--- src/rtl/id_ex_stage.sv ---
// ID/EX pipeline register with operand forwarding, load-use stall and stall counter.
// Optional macro FORWARDING_EN: without it, operands come from registered data and any RAW dependency stalls.
module id_ex_stage #(
  parameter int CNT_W = 16
) (
  input  logic             clk,
  input  logic             rst,
  input  logic             id_valid,
  input  logic [4:0]       id_rs,
  input  logic [4:0]       id_rt,
  input  logic [4:0]       id_rd,
  input  logic             id_uses_rs,
  input  logic             id_uses_rt,
  input  logic [31:0]      id_rs_data,
  input  logic [31:0]      id_rt_data,
  input  logic [31:0]      id_imm,
  input  logic             id_alu_src,
  input  logic [1:0]       id_alu_ctrl,
  input  logic             id_reg_write,
  input  logic             id_mem_read,
  input  logic             id_mem_write,
  input  logic             id_branch,
  input  logic             id_mem_to_reg,
  input  logic             flush,
  input  logic             exm_reg_write,
  input  logic [4:0]       exm_rd,
  input  logic [31:0]      exm_result,
  input  logic             mwb_reg_write,
  input  logic [4:0]       mwb_rd,
  input  logic [31:0]      mwb_result,
  output logic             stall,
  output logic [31:0]      operand1,
  output logic [31:0]      operand2,
  output logic [1:0]       alu_control,
  output logic [31:0]      store_data,
  output logic [4:0]       ex_rd,
  output logic             ex_reg_write,
  output logic             ex_mem_read,
  output logic             ex_mem_write,
  output logic             ex_branch,
  output logic             ex_mem_to_reg,
  output logic             ex_valid,
  output logic [CNT_W-1:0] stall_cnt
);

  typedef struct packed {
    logic        valid;
    logic [4:0]  rs;
    logic [4:0]  rt;
    logic [4:0]  rd;
    logic [31:0] rs_data;
    logic [31:0] rt_data;
    logic [31:0] imm;
    logic        alu_src;
    logic [1:0]  alu_ctrl;
    logic        reg_write;
    logic        mem_read;
    logic        mem_write;
    logic        branch;
    logic        mem_to_reg;
  } ex_t;

  localparam logic [CNT_W-1:0] CNT_ONE = {{(CNT_W-1){1'b0}}, 1'b1};

  ex_t q;
  ex_t d;
  logic hazard;
  logic [31:0] rs_fwd;
  logic [31:0] rt_fwd;

  assign d = '{
    valid:      id_valid,
    rs:         id_rs,
    rt:         id_rt,
    rd:         id_rd,
    rs_data:    id_rs_data,
    rt_data:    id_rt_data,
    imm:        id_imm,
    alu_src:    id_alu_src,
    alu_ctrl:   id_alu_ctrl,
    reg_write:  id_reg_write,
    mem_read:   id_mem_read,
    mem_write:  id_mem_write,
    branch:     id_branch,
    mem_to_reg: id_mem_to_reg
  };

`ifdef FORWARDING_EN
  logic rs_hit;
  logic rt_hit;

  assign rs_hit = id_uses_rs && (id_rs == q.rd);
  assign rt_hit = id_uses_rt && (id_rt == q.rd);
  assign hazard = id_valid && q.valid && q.mem_read &&
                  (q.rd != 5'd0) && (rs_hit || rt_hit);

  function automatic logic [31:0] fwd(
    input logic [4:0]  src,
    input logic [31:0] reg_data,
    input logic        ew,
    input logic [4:0]  erd,
    input logic [31:0] eres,
    input logic        mw,
    input logic [4:0]  mrd,
    input logic [31:0] mres
  );
    logic [31:0] r;
    r = reg_data;
    if (ew && erd != 5'd0 && erd == src)
      r = eres;
    else if (mw && mrd != 5'd0 && mrd == src)
      r = mres;
    return r;
  endfunction

  assign rs_fwd = fwd(q.rs, q.rs_data,
                      exm_reg_write, exm_rd, exm_result,
                      mwb_reg_write, mwb_rd, mwb_result);
  assign rt_fwd = fwd(q.rt, q.rt_data,
                      exm_reg_write, exm_rd, exm_result,
                      mwb_reg_write, mwb_rd, mwb_result);
`else
  logic rs_dep;
  logic rt_dep;
  logic unused_fwd;

  // Any producer still in EX or EX/MEM blocks the reader; MEM/WB is covered by write-first RF.
  assign rs_dep = id_uses_rs && (id_rs != 5'd0) &&
                  ((q.valid && q.reg_write && id_rs == q.rd) ||
                   (exm_reg_write && id_rs == exm_rd));
  assign rt_dep = id_uses_rt && (id_rt != 5'd0) &&
                  ((q.valid && q.reg_write && id_rt == q.rd) ||
                   (exm_reg_write && id_rt == exm_rd));
  assign hazard = id_valid && (rs_dep || rt_dep);

  assign rs_fwd = q.rs_data;
  assign rt_fwd = q.rt_data;
  assign unused_fwd = ^{exm_result, mwb_reg_write, mwb_rd,
                        mwb_result, q.rs, q.rt};
`endif

  // Flush overrides the hazard; nothing stalls while in reset.
  assign stall = hazard && !flush && !rst;

  assign operand1    = q.valid ? rs_fwd : 32'd0;
  assign operand2    = !q.valid ? 32'd0 :
                       (q.alu_src ? q.imm : rt_fwd);
  assign store_data  = q.valid ? rt_fwd : 32'd0;
  assign alu_control = q.valid ? q.alu_ctrl : 2'd0;

  assign ex_rd         = q.rd;
  assign ex_reg_write  = q.reg_write;
  assign ex_mem_read   = q.mem_read;
  assign ex_mem_write  = q.mem_write;
  assign ex_branch     = q.branch;
  assign ex_mem_to_reg = q.mem_to_reg;
  assign ex_valid      = q.valid;

  // Pipeline register: bubble on flush or stall, otherwise capture decode.
  always_ff @(posedge clk or posedge rst) begin
    if (rst)
      q <= '0;
    else if (flush || stall)
      q <= '0;
    else
      q <= d;
  end

  // Saturating count of stall cycles.
  always_ff @(posedge clk or posedge rst) begin
    if (rst)
      stall_cnt <= '0;
    else if (stall && stall_cnt != '1)
      stall_cnt <= stall_cnt + CNT_ONE;
  end

endmodule

--- config.mk ---
export PLATFORM = sky130hd
export DESIGN_NAME = id_ex_stage
export DESIGN_NICKNAME = d
export VERILOG_FILES = /design/src/rtl/id_ex_stage.sv
export SDC_FILE = /design/constraint.sdc
export NUM_CORES = 1
export LEC_CHECK = 0
export CELL_PAD_IN_SITES_DETAIL_PLACEMENT = 0
export CELL_PAD_IN_SITES_GLOBAL_PLACEMENT = 1
export CORE_MARGIN = 2
export CORE_UTILIZATION = 30
export CTS_CLUSTER_DIAMETER = 120
export DETAILED_ROUTE_END_ITERATION = 8
export MAX_ROUTING_LAYER = met4
export PLACE_DENSITY_LB_ADDON = 0.1
export SLEW_MARGIN = 10
export SYNTH_ARGS = -nofsm -noshare
export SYNTH_HDL_FRONTEND = slang
export SYNTH_SLANG_ARGS = --single-unit
--- constraint.sdc ---
create_clock -name clk -period 13.4 [get_ports clk]
set_clock_uncertainty 0.15 [all_clocks]
set_input_delay 2.68 -clock clk [delete_from_list [all_inputs] [get_ports clk]]
set_output_delay 2.68 -clock clk [all_outputs]
set_load 0.005 [all_outputs]
After elaboration in Yosys (flattened, before gate mapping)
Cells that the tools add are included.

storage, ports and cells
  register bits = 126

operators by class
  reductions and logical operators = 21
  muxes and demuxes = 6
  $add $sub $neg = 1
  equal/unequal tests = 5

operators with widths
  cell                                                             number
  32-bit two-way mux                                               4
  120-bit two-way mux                                              1
  5-bit equality test                                              4
  16-bit by 1-bit adder with 16-bit output, second input constant  1
  16-bit inequality test, second input constant                    1
  1-bit logical AND                                                13
  5-bit nonzero test                                               2
  1-bit logical OR                                                 4
  1-bit logical NOT                                                2
  2-bit two-way mux                                                1

Depth between registers and ports, before layout
  depth after elaboration = 10
  depth in mapped cells = 9
  depth with buffers taken out = 7

Worst setup path after synthesis
OpenSTA, ideal clock, no wires.

  kind = input to output
  from = input exm_rd[4]
  to = output stall
  setup slack = 7.015 ns
  stages on the path = 4
  arrival = 3.555 ns
  buffers on the path = 0
  cells stage by stage = xor2_1 -> nor4_1 -> a32oi_1 -> o22ai_2

between the ends
  longest elaborated chain between the ends = 8
  elaborated cells between the ends (all ways) = 12
  those cells by class = eq/ne: 2; reduce/logical: 10

RTL lines
  element                                        RTL line  RTL
  start, declared                                26        input logic [4:0] exm_rd,
  5-bit equality test, on equally long branches  130, 133
  1-bit logical AND, on equally long branches    130, 133
  1-bit logical OR, on equally long branches     129, 132
  1-bit logical AND, on equally long branches    128, 131
  1-bit logical OR *                             134       assign hazard = id_valid && (rs_dep || rt_dep);
  1-bit logical AND *                            134
  1-bit logical AND * (2 in series)              143       assign stall = hazard && !flush && !rst;
  end, declared                                  31        output logic stall,

Every way passes the cells marked *; elsewhere a longest branch is shown, timed or not.

Final worst setup path
  from = input id_rs[4]
  to = output stall

between the ends
  longest elaborated chain between the ends = 8
  elaborated cells between the ends (all ways) = 12
  those cells by class = eq/ne: 2; reduce/logical: 10

RTL lines
  element                                        RTL line  RTL
  start, declared                                9         input logic [4:0] id_rs,
  5-bit equality test, on equally long branches  129, 130
  1-bit logical AND, on equally long branches    129, 130
  1-bit logical OR                               129       ((q.valid && q.reg_write && id_rs == q.rd) ||
  1-bit logical AND *                            128       assign rs_dep = id_uses_rs && (id_rs != 5'd0) &&
  1-bit logical OR *                             134
  1-bit logical AND *                            134
  1-bit logical AND * (2 in series)              143

Marked as above.

==> flow_summary.toml <==
[finish]
layout_commonest_cell = "clkdlybuf4s50_1"
area_growth_pct = 59.7
mostFrequentLayoutCells = "clkdlybuf4s50_1, and2_1, dfrtp_1"
nFillCells = 1676
seqCellArea_um2 = 3160
top_register = "q"
multi_input_area_um2 = 2250
largest_reg_flops = 35
nNetsFinal = 932
layout-drive-gt1-share_pct = 5.65

[critical_path]
endpoint_kind = "output pin"
ff2ff_path_depth = 7
r2r-start = "ex_rd[4]$_DFF_PP0_"
required_ps = 10570
crit_type = "input port to output pin"
cp_max_fo = 5
r2r-end = "rt_fwd[28]$_DFF_PP0_"
critPathLaunchType = "input port"
rrSetupSlack_ps = 10660
worstPathArrival_ps = 4810

[synthesis]
synthTopCellsByArea = "dfrtp_1, and2_1, mux2i_1"
ys_seq_area_share_pct = 56.5
synth_mux_area_share_pct = 5.94
yosysUniqueCellTypes = 29
synth_seq_cells = 126
synth-compound-area-share_pct = 1.03
synth-xor-area-share_pct = 5.49
yosys_warnings = 0
syn_inst = 485
synth_top_cell_area_share_pct = 56.5
synth_fa_ha_area_share_pct = 0.224
synth_top_family_by_area = "simple AND/OR/NAND/NOR gates"
synth_nets = 687
synth-simple-area-share_pct = 27.6
synth_area_um2 = 5590
yosys.area.top_type = "dfrtp_1"
avgSynthCellArea_um2 = 11.5

[min_path]
hp-class = "flip-flop to flip-flop"
min_from = "stall_cnt[15]$_DFFE_PP0P_"
holdPathEnd = "stall_cnt[15]$_DFFE_PP0P_"
whs_path_depth = 1

[routing]
drtPass1Iterations = 5
vias = 4229
wl_per_cell_um = 15.6
final_antenna_net_count = 0
wl_um = 15200
viasPerCell = 4.35
drt-initial-drc-count = 131
route.detailed.drc = 0

[floorplan]
dieArea_um2 = 19700
die_h_um = 140
pin_count = 327
num_rows = 49
core_area_um2 = 18100
fp.dieW_um = 140
initial_core_util_pct = 30.9

[pwr]
worst_ir_drop_vdd_mv = 0.0835
power.density_nw_per_um2 = 112
p_leak_nw = 3.74

[sta]
finalSetupViolCount = 0
final.setup.worst_slack_ps = 5760
timing.setup.tns_ps = 0
slew_viol_final = 0
worst_slew_pin_slew_ps = 1050
max_slew_margin_pct = 29.9
max_clock_freq_ghz = 0.131
min_period_ps = 7640
rsz0062_at_grt = "false"
whs_ps = 365
fin_crit_sh_pct = 57.0
finalHoldViolations = 0

[placed_design]
io_buffers = 256
pre_cts_ws_ps = 5770
routabilityCongestion = 0.815
hpwl_um = 10700

[clock_network]
ctsHoldBuffers = 0
cts_tree = "built"
clk_path_buf_depth = 2
cts.sinks = 126
clock_latency_ps = 410
clkSlewWorstSetupHoldPaths_ps = 50
cts_made_buffers = 17
cts_resized = 0
clock-root-buffer = "clkbuf_16"
cts_setup_buffers = 0
htreeDepth = 4

[global_route]
grt_pass1_vias = 4390
antenna_found_initial = 1
gr-usage-all-layers_pct = 16.2
grt_first_pass_wirelength_um = 23800
grt_max_degree = 100
overflow = 0

[run]
maxCapViolCount = 0

[run_status]
status = "complete, no violations"
worst max path at each step:
stage | slack [ps] | to | cells after the start | startpoint
6_report | 5760 | stall | 6 | id_rs[4]
5_1_grt | 5570 | stall | 6 | id_rs[4]
4_1_cts | 5740 | stall | 6 | exm_rd[4]
3_5_place_dp | 5770 | stall | 6 | exm_rd[4]
3_3_place_gp | 5730 | stall | 6 | exm_rd[4]
2_1_floorplan | 7010 | stall | 4 | exm_rd[4]
cells by family after synthesis:
group,Yosys count
and+or+nand+nor,249
xor gates and xnor gates,35
muxes,33
AOI/OAI and AO/OA,6
buffers and inverters,35
DFF,126
adders and majority gates,1
synthesized netlist by cell type:
master and n:
and2_1 177, dfrtp_1 126, mux2i_1 32, nor2b_1 32
xor2_1 19, xnor2_1 16, clkbuf_1 13, clkbuf_2 9
nand3_1 8, nand4_1 8, buf_4 6, nor4_1 5
nor2_1 4, and3_1 3, buf_1 3, nand2_1 3
a32oi_1 2, buf_6 2, inv_1 2, nor3b_1 2
o211ai_1 2, o22ai_2 2, or2_2 2, or4_1 2
and4_1 1, ha_1 1, mux2_2 1, nand3b_1 1
nor2_4 1
metal layers:
layer,wire (um),track usage [%]
met3,1040,5.37
met2,7690,27.0
met4,226,4.84
met1,6210,18.7
met5,0,-
cell type report:
class                           instances  share of cell area, %
Antenna cell                            1                 0.0281
Clock buffer                           21                   5.16
Timing Repair Buffer                  259                   29.0
Tap cell                              229                   3.21
Multi-Input combinational cell        324                   25.3
Clock inverter                         11                   1.84
Sequential cell                       126                   35.4
Inverter                                2                  0.140
power breakdown:
part / internal (mW) / leakage (nW) / switching [mW]
Combinational: 0.0714 / 1.80 / 0.0379
Clock: 0.320 / 0.303 / 0.164
Sequential: 0.398 / 1.64 / 0.00928
per-stage QoR:
stage                     total power [mW]  utilization [%]  instances  instance area [um2]
after floorplan                      0.456                -        485                 5590
after global placement               0.524             45.8        940                 8290
after detailed placement             0.526             45.8        940                 8290
after CTS                             1.02             49.3        972                 8920
after global routing                  1.05             49.3        973                 8920
final                                 1.00             49.3        973                 8920
worst max-delay path, stage by stage:
cell	delay (ps)
clkdlybuf4s50_1	470
xor2_1	190
nor4_1	340
a32oi_1	230
o22ai_2	300
clkdlybuf4s50_1	590
(Power assumes the default switching activity.)
